`src/rtl/clint_timer.sv`:
```
// clint_timer: core-local interruptor. Holds msip, the 64-bit mtimecmp
// compare register and the free-running 64-bit mtime. These are exposed as a
// memory-mapped responder on the core's valid/ready data bus.
//
// Ports
//   clk, rst      clock; synchronous active-low reset
//   mem_valid     request valid, held by requester until mem_ready
//   mem_addr      16-bit byte offset in the CLINT window ([1:0] ignored)
//   mem_wdata     write data
//   mem_wstrb     byte write strobes, 0000 = read
//   mem_rdata     read data, zero unless mem_ready
//   mem_ready     one-cycle response pulse, one cycle after acceptance
//   msip          software interrupt pending (bit0 of msip register)
//   mtip          timer interrupt pending, registered (mtime >= mtimecmp)
//   mtime         current mtime value
//
// Register map (word offsets)
//   0x0000 msip   0x4000/0x4004 mtimecmp lo/hi   0xBFF8/0xBFFC mtime lo/hi
module clint_timer #(
  parameter int unsigned RTC_DIV = 1
) (
  input  logic        clk,
  input  logic        rst,
  input  logic        mem_valid,
  input  logic [15:0] mem_addr,
  input  logic [31:0] mem_wdata,
  input  logic [3:0]  mem_wstrb,
  output logic [31:0] mem_rdata,
  output logic        mem_ready,
  output logic        msip,
  output logic        mtip,
  output logic [63:0] mtime
);

  localparam int PW = (RTC_DIV > 1) ? $clog2(RTC_DIV) : 1;

  typedef enum logic {IDLE, RESP} state_t;

  state_t        state, state_nxt;
  logic          accept;
  logic [PW-1:0] presc;
  logic          tick;
  logic [63:0]   mtimecmp;
  logic [63:0]   mtime_nxt, mtimecmp_nxt;
  logic          msip_reg;
  logic [31:0]   rdata_q;
  logic [31:0]   rd_val;
  logic          wr;
  logic          sel_msip, sel_cmp_lo, sel_cmp_hi, sel_mt_lo, sel_mt_hi;
  logic          unused_addr_bits;

  assign unused_addr_bits = ^mem_addr[1:0];

  // Byte-lane merge of write data into an existing 32-bit word.
  function automatic logic [31:0] merge(input logic [31:0] old,
                                        input logic [31:0] d,
                                        input logic [3:0]  s);
    logic [31:0] r;
    r = old;
    for (int b = 0; b < 4; b++)
      if (s[b]) r[8*b +: 8] = d[8*b +: 8];
    return r;
  endfunction

  // Word-address decode on the live request; the write happens at the
  // accepting edge, so no separate capture of addr/wdata is needed.
  assign sel_msip   = (mem_addr[15:2] == 14'h0000);
  assign sel_cmp_lo = (mem_addr[15:2] == 14'h1000);
  assign sel_cmp_hi = (mem_addr[15:2] == 14'h1001);
  assign sel_mt_lo  = (mem_addr[15:2] == 14'h2FFE);
  assign sel_mt_hi  = (mem_addr[15:2] == 14'h2FFF);

  // Bus FSM: IDLE accepts, RESP pulses mem_ready and ignores mem_valid.
  always_comb begin
    state_nxt = state;
    accept    = 1'b0;
    case (state)
      IDLE: if (mem_valid) begin
        accept    = 1'b1;
        state_nxt = RESP;
      end
      RESP: state_nxt = IDLE;
      default: state_nxt = IDLE;
    endcase
  end

  assign wr = accept && (mem_wstrb != 4'b0000);

  // Read value is taken from the registers before this edge's tick/write.
  always_comb begin
    rd_val = 32'h0;
    if (sel_msip)   rd_val = {31'h0, msip_reg};
    if (sel_cmp_lo) rd_val = mtimecmp[31:0];
    if (sel_cmp_hi) rd_val = mtimecmp[63:32];
    if (sel_mt_lo)  rd_val = mtime[31:0];
    if (sel_mt_hi)  rd_val = mtime[63:32];
  end

  assign tick = (presc == PW'(RTC_DIV - 1));

  // A bus write to either mtime half wins over the tick: the written half
  // takes the merged data, the other half keeps its pre-tick value, and
  // that cycle's increment is dropped.
  always_comb begin
    mtime_nxt    = mtime + 64'(tick);
    mtimecmp_nxt = mtimecmp;
    if (wr && sel_mt_lo)
      mtime_nxt = {mtime[63:32], merge(mtime[31:0], mem_wdata, mem_wstrb)};
    if (wr && sel_mt_hi)
      mtime_nxt = {merge(mtime[63:32], mem_wdata, mem_wstrb), mtime[31:0]};
    if (wr && sel_cmp_lo)
      mtimecmp_nxt[31:0] = merge(mtimecmp[31:0], mem_wdata, mem_wstrb);
    if (wr && sel_cmp_hi)
      mtimecmp_nxt[63:32] = merge(mtimecmp[63:32], mem_wdata, mem_wstrb);
  end

  always_ff @(posedge clk) begin
    if (!rst) begin
      state    <= IDLE;
      presc    <= '0;
      mtime    <= 64'h0;
      mtimecmp <= 64'hFFFF_FFFF_FFFF_FFFF;
      msip_reg <= 1'b0;
      mtip     <= 1'b0;
      rdata_q  <= 32'h0;
    end else begin
      state    <= state_nxt;
      presc    <= tick ? '0 : presc + PW'(1);
      mtime    <= mtime_nxt;
      mtimecmp <= mtimecmp_nxt;
      // Compare uses current register values, so mtip lags by one cycle.
      mtip     <= (mtime >= mtimecmp);
      if (wr && sel_msip && mem_wstrb[0]) msip_reg <= mem_wdata[0];
      if (accept) rdata_q <= rd_val;
    end
  end

  assign mem_ready = (state == RESP);
  assign mem_rdata = mem_ready ? rdata_q : 32'h0;
  assign msip      = msip_reg;

endmodule
```
`config.mk`:
```
export PLATFORM = sky130hd
export DESIGN_NAME = clint_timer
export DESIGN_NICKNAME = d
export VERILOG_FILES = /design/src/rtl/clint_timer.sv
export SDC_FILE = /design/constraint.sdc
export NUM_CORES = 1
export LEC_CHECK = 0
export ABC_AREA = 1
export CAP_MARGIN = 20
export CORE_MARGIN = 10
export CORE_UTILIZATION = 61
export DETAILED_ROUTE_END_ITERATION = 7
export GPL_TIMING_DRIVEN = 0
export PLACE_DENSITY = 0.87
export REMOVE_ABC_BUFFERS = 1
export SLEW_MARGIN = 15
export SYNTH_ARGS = -nofsm -noshare
export SYNTH_HDL_FRONTEND = slang
export SYNTH_SLANG_ARGS = --single-unit
```
`constraint.sdc`:
```
create_clock -name clk -period 3.1 [get_ports clk]
set_clock_uncertainty 0.15 [all_clocks]
set_input_delay 0.62 -clock clk [delete_from_list [all_inputs] [get_ports clk]]
set_output_delay 0.62 -clock clk [all_outputs]
set_load 0.1 [all_outputs]
```
# ---- After elaboration in Yosys (flattened, before gate mapping)
# Index checks and enable logic that the tools add are counted.
dict set report totals {
  ff_bits 164
  in_bits 55
}
dict set report op_classes {
  addsub 2
  mux 15
  magnitude_cmp 1
  n_reduce_logical 26
  n_bitwise 3
  n_eq_ne 13
}
# cell n
set ops {}
lappend ops {{$mux W32} 5}
lappend ops {{$mux W64} 2}
lappend ops {{$add A64 B1 Y64} 1}
lappend ops {{$ge A64 B64 Y1} 1}
lappend ops {{$reduce_and A2 Y1} 17}
lappend ops {{$mux W8} 4}
lappend ops {{$eq A14 B13 Y1 const B} 2}
lappend ops {{$eq A14 B14 Y1 const B} 2}
lappend ops {{$ne A2 B2 Y1 const B} 8}
lappend ops {{$logic_not A14 Y1} 1}
lappend ops {{$logic_and A1 B1 Y1} 7}
lappend ops {{$reduce_bool A4 Y1} 1}
lappend ops {{$mux W1} 3}
lappend ops {{$not A1 Y1} 3}
lappend ops {{$ne A2 B1 Y1 const B} 1}
lappend ops {{$pmux W1 S2} 1}
lappend ops {{$add A1 B1 Y1 const B} 1}

# ---- Longest topological paths before layout
dict set report depth {
  ltp_word 6
  mapped_depth 17
}

# ---- Worst setup path after synthesis
# Ideal clock, no wire load.
dict set report synth_path {
  path_kind {reg2reg}
  from {reg mtime[0]}
  to {reg mtime[62]}
  setup_time_ns 0.123
  setup_slack_ns 0.095
  path_buffers 0
  t_arrival_ns 2.733
  stages_incl_launch_ff 12
  cell_sequence {dfxtp_1 -> ha_1 -> ha_1 -> nand3_1 -> nor2_1 -> nand2_1 -> nor2_1 -> nand3_1 -> nor3_1 -> nand3_1 -> nand2_1 -> a21oi_1}
}
dict set report synth_between {
  elab_chain_len 3
}
# element line_no
set synth_lines {}
lappend synth_lines {{from (decl)} 32} ;# output logic [63:0] mtime
lappend synth_lines {{from (signal assigned)} 129} ;# mtime <= mtime_nxt;
lappend synth_lines {{$add A64 B1 Y64} 105} ;# mtime_nxt = mtime + 64'(tick);
lappend synth_lines {{$mux W64} 107} ;# if (wr && sel_mt_lo)
lappend synth_lines {{$mux W64} 109} ;# if (wr && sel_mt_hi)
# Every way passes these cells. The select of a mux whose other input is x is not followed.
# A chain may end at the register's enable or synchronous reset.

# ---- Worst setup path after layout
dict set report layout_path {
  from {in mem_valid}
  to {reg mtimecmp[40]}
}
dict set report layout_between {
  elab_chain_len 5
}
# element line_no
set layout_lines {}
lappend layout_lines {{from (decl)} 24} ;# input logic mem_valid,
lappend layout_lines {{$mux W1} 78} ;# IDLE: if (mem_valid) begin
lappend layout_lines {{$mux W1} 77} ;# case (state)
lappend layout_lines {{$logic_and A1 B1 Y1} 87} ;# assign wr = accept && (mem_wstrb != 4'b0000);
lappend layout_lines {{$logic_and A1 B1 Y1} 113} ;# if (wr && sel_cmp_hi)
lappend layout_lines {{$reduce_and A2 Y1 (no source line)} n/a}
lappend layout_lines {{to (signal assigned)} 130} ;# mtimecmp <= mtimecmp_nxt;
lappend layout_lines {{to (decl)} 43} ;# logic [63:0] mtimecmp;
# Every way passes these cells.

==> flow_summary.toml <==
[layout]
multi_input_area_um2 = 7420
final_core_util_pct = 76.1
reg_top3 = "mtime: 64 flops, mtimecmp: 64 flops, rdata_q: 32 flops"
fin_nets = 2194
regArea_um2 = 3290
area_delta_synth_final_pct = 22.1
fillers = 1446
design_area_um2 = 14300
drive_gt1_share_pct = 6.18
layout_commonest_cell = "nand2_1"
mostFrequentLayoutCells = "nand2_1, nor2_1, inv_1"
n_antenna_cell = 0

[global_routing]
grt-ovfl-total = 0
track_usage_pct = 39.0
antenna_found_initial = 0
grt_pass1_wl_mm = 78.6
grt_max_degree = 77
grt_pass1_vias = 14000

[worst_hold_path]
hold_depth = 2
min-delay-start = "rdata_q[31]"
hold_path.class = "reg2reg"

[timing]
max_freq_mhz = 303
rsz0062_at_grt = "yes"
relSlewSlack_pct = 31.8
fin_crit_ps = 3300
setup-tns-final_ps = -1390
holdWs_ps = 319
setup_viol = 18
worst_slack_ps = -199
hold_viol_final = 0
worstMarginPinSlew_ps = 1020
post-route-period-util_pct = 106
slew_viol_final = 0

[logic_synthesis]
async_reset_ff_share_pct = 0
syn_area_um2 = 11700
synth_cells = 1945
synth_cell_types = 46
postSynth.topFlopCell = "dfxtp_1"
syn_avg_cell_area_um2 = 6.03
synth_edf_count = 0
ys_seq_area_share_pct = 28.0
ys.warnings.count = 0
synth-seq-cells = 164

[clock_tree]
cts.htree.levels = 4
cts_sinks = 164
cts_root_buf = "clkbuf_16"
clkLatencyLatePin_ps = 450
clockBufferDepth = 2
cts_made_buffers = 17
cts_hold_buf = 0
clk_pin_slew_worst_paths_ps = 80
cts_tree = "built"

[job]
maxCapViolations = 0

[worst_setup_path]
crit_required_ps = 3240
crit_arrival_ps = 3440
critPathMaxFanout = 16
crit_start = "mem_valid"
cp-end-kind = "register"
r2r-start = "mem_ready"
critPathSlowestCell = "nor4_4"
critPathMaxStageDelay_ps = 560
crit_path_start_kind = "primary input"
r2r_cells = 8
critical_path_class = "in2reg"
worst_path_most_repeated_cell = "nand2_1"
path_cells = "clkdlybuf4s50_1 > inv_1 > nor2_8 > buf_4 > nand2_1 > nor4_4 > nand2_1 > nand2_1 > o211ai_1"

[detailed_routing]
wl_mm = 52.5
drt_first_pass_iters = 8
wl_per_cell_um = 22.4
avgViaCountPerCell = 6.34
drt_iter0_markers = 2745
postRouteAntennaNets = 0
drc = 10
route.vias.total = 14900

[status]
status = "finished with violations"
violations = "DRC, setup timing"

[placed_design]
finalWeightedCongestion = 1.12
port_buffers = 151
dp_hpwl_mm = 35.7
place_area_um2 = 13400

[power]
power.leakage_nw = 6.85
p_comb_share_pct = 9.2
p_total_mw = 4.82
seqPwrFrac_pct = 44.6
p_per_area_nw_per_um2 = 336
clockPowerShare_pct = 46.2
switching_share_pct = 29.1
power_switching_mw = 1.40
internal_power_mw = 3.42
ir_drop_uv = 342

[floorplan]
io_pins = 154
initial_utilization_pct = 62.3
die_h_um = 159
fp.coreArea_um2 = 18800
dieWidth_um = 159
die_area_um2 = 25200
core.rowCount = 50
## critical path: cells and delay by family
family          cells  cell delay (ps)
simple gates        5             1850
compound gates      1              110
buf+inv             3              850
## cells in the mapped netlist (2+ instances only)
master | n | area share (%)
xor2_1 | 9 | 0.67
nand2_1 | 515 | 16
and2_1 | 2 | 0.11
a21oi_1 | 171 | 7.3
nand3_2 | 2 | 0.17
buf_6 | 3 | 0.29
inv_2 | 5 | 0.16
xnor2_1 | 11 | 0.82
nor4_1 | 3 | 0.16
inv_1 | 240 | 7.7
nor3_1 | 29 | 1.2
clkbuf_1 | 48 | 1.5
buf_4 | 5 | 0.32
o211ai_1 | 31 | 2.0
buf_2 | 12 | 0.51
o21ai_0 | 115 | 4.9
o21a_1 | 3 | 0.19
o21ai_2 | 2 | 0.15
nand2_2 | 5 | 0.27
or2_2 | 8 | 0.43
nor2_1 | 270 | 8.6
ha_1 | 66 | 7.0
nand3_1 | 142 | 6.1
nor2_2 | 4 | 0.21
o21ai_1 | 15 | 0.64
nand4_1 | 41 | 2.2
o21bai_1 | 2 | 0.13
nor3_2 | 5 | 0.43
dfxtp_1 | 164 | 28
## metal layers
metal	track usage, %	share of wire, %	vias to the layer above
li1	-	-	6575
met1	47.7	35	6584
met2	60.2	42	1336
met3	11.1	15	375
met4	22.2	7.3	0
met5	0	0	-
## path summary, 6_finish.rpt
kind / end / slack, ps
setup / recovery: mtimecmp[40] / -200
hold / removal: rdata_q[31] / 320
setup reg to reg: mtimecmp[40] / -20
hold reg to reg: rdata_q[31] / 320
## cell type report
class                   instances  share of cell area (%)
flip-flops and latches        164                    22.9
clock inverters                15                    1.13
inverters                     246                    6.66
well taps                     260                    2.27
multi-input cells            1471                    51.8
clock buffers                  17                    2.97
repair buffers                173                    12.2
## logic make-up after synthesis
group	share of synthesized area [%]
simple gates	37.1
compound gates	15.8
buf+inv	10.6
flops	28.0
fa+ha+maj	7.04
xor+xnor	1.49
other cells	0.0320
## power by group through the flow
stage	Combinational [mW]	Sequential (mW)	Clock [mW]
global route	0.467	2.15	2.29
finish	0.445	2.15	2.23
global placement	0.374	2.20	0
CTS	0.420	2.15	2.19
detailed placement	0.394	2.20	0
floorplan	0.185	2.22	0
## stage by stage
step | setup slack, ps | cells
4_1_cts | 5.98 | 2342
3_5_place_dp | -2820 | 2298
3_3_place_gp | -3610 | 2287
2_1_floorplan | -1110 | 1876
6_report | -199 | 2346
5_1_grt | -152 | 2346
## timing repair
| action | CTS | global route |
|---|---|---|
| setup buffers | 7 | 4 |
| cloned | 5 | 0 |
| resized for setup | 76 | 18 |
| pin swaps | 2 | 5 |
| endpoints found under the setup margin | 182 | 88 |
Note: power is estimated with default switching activity, not from simulation.
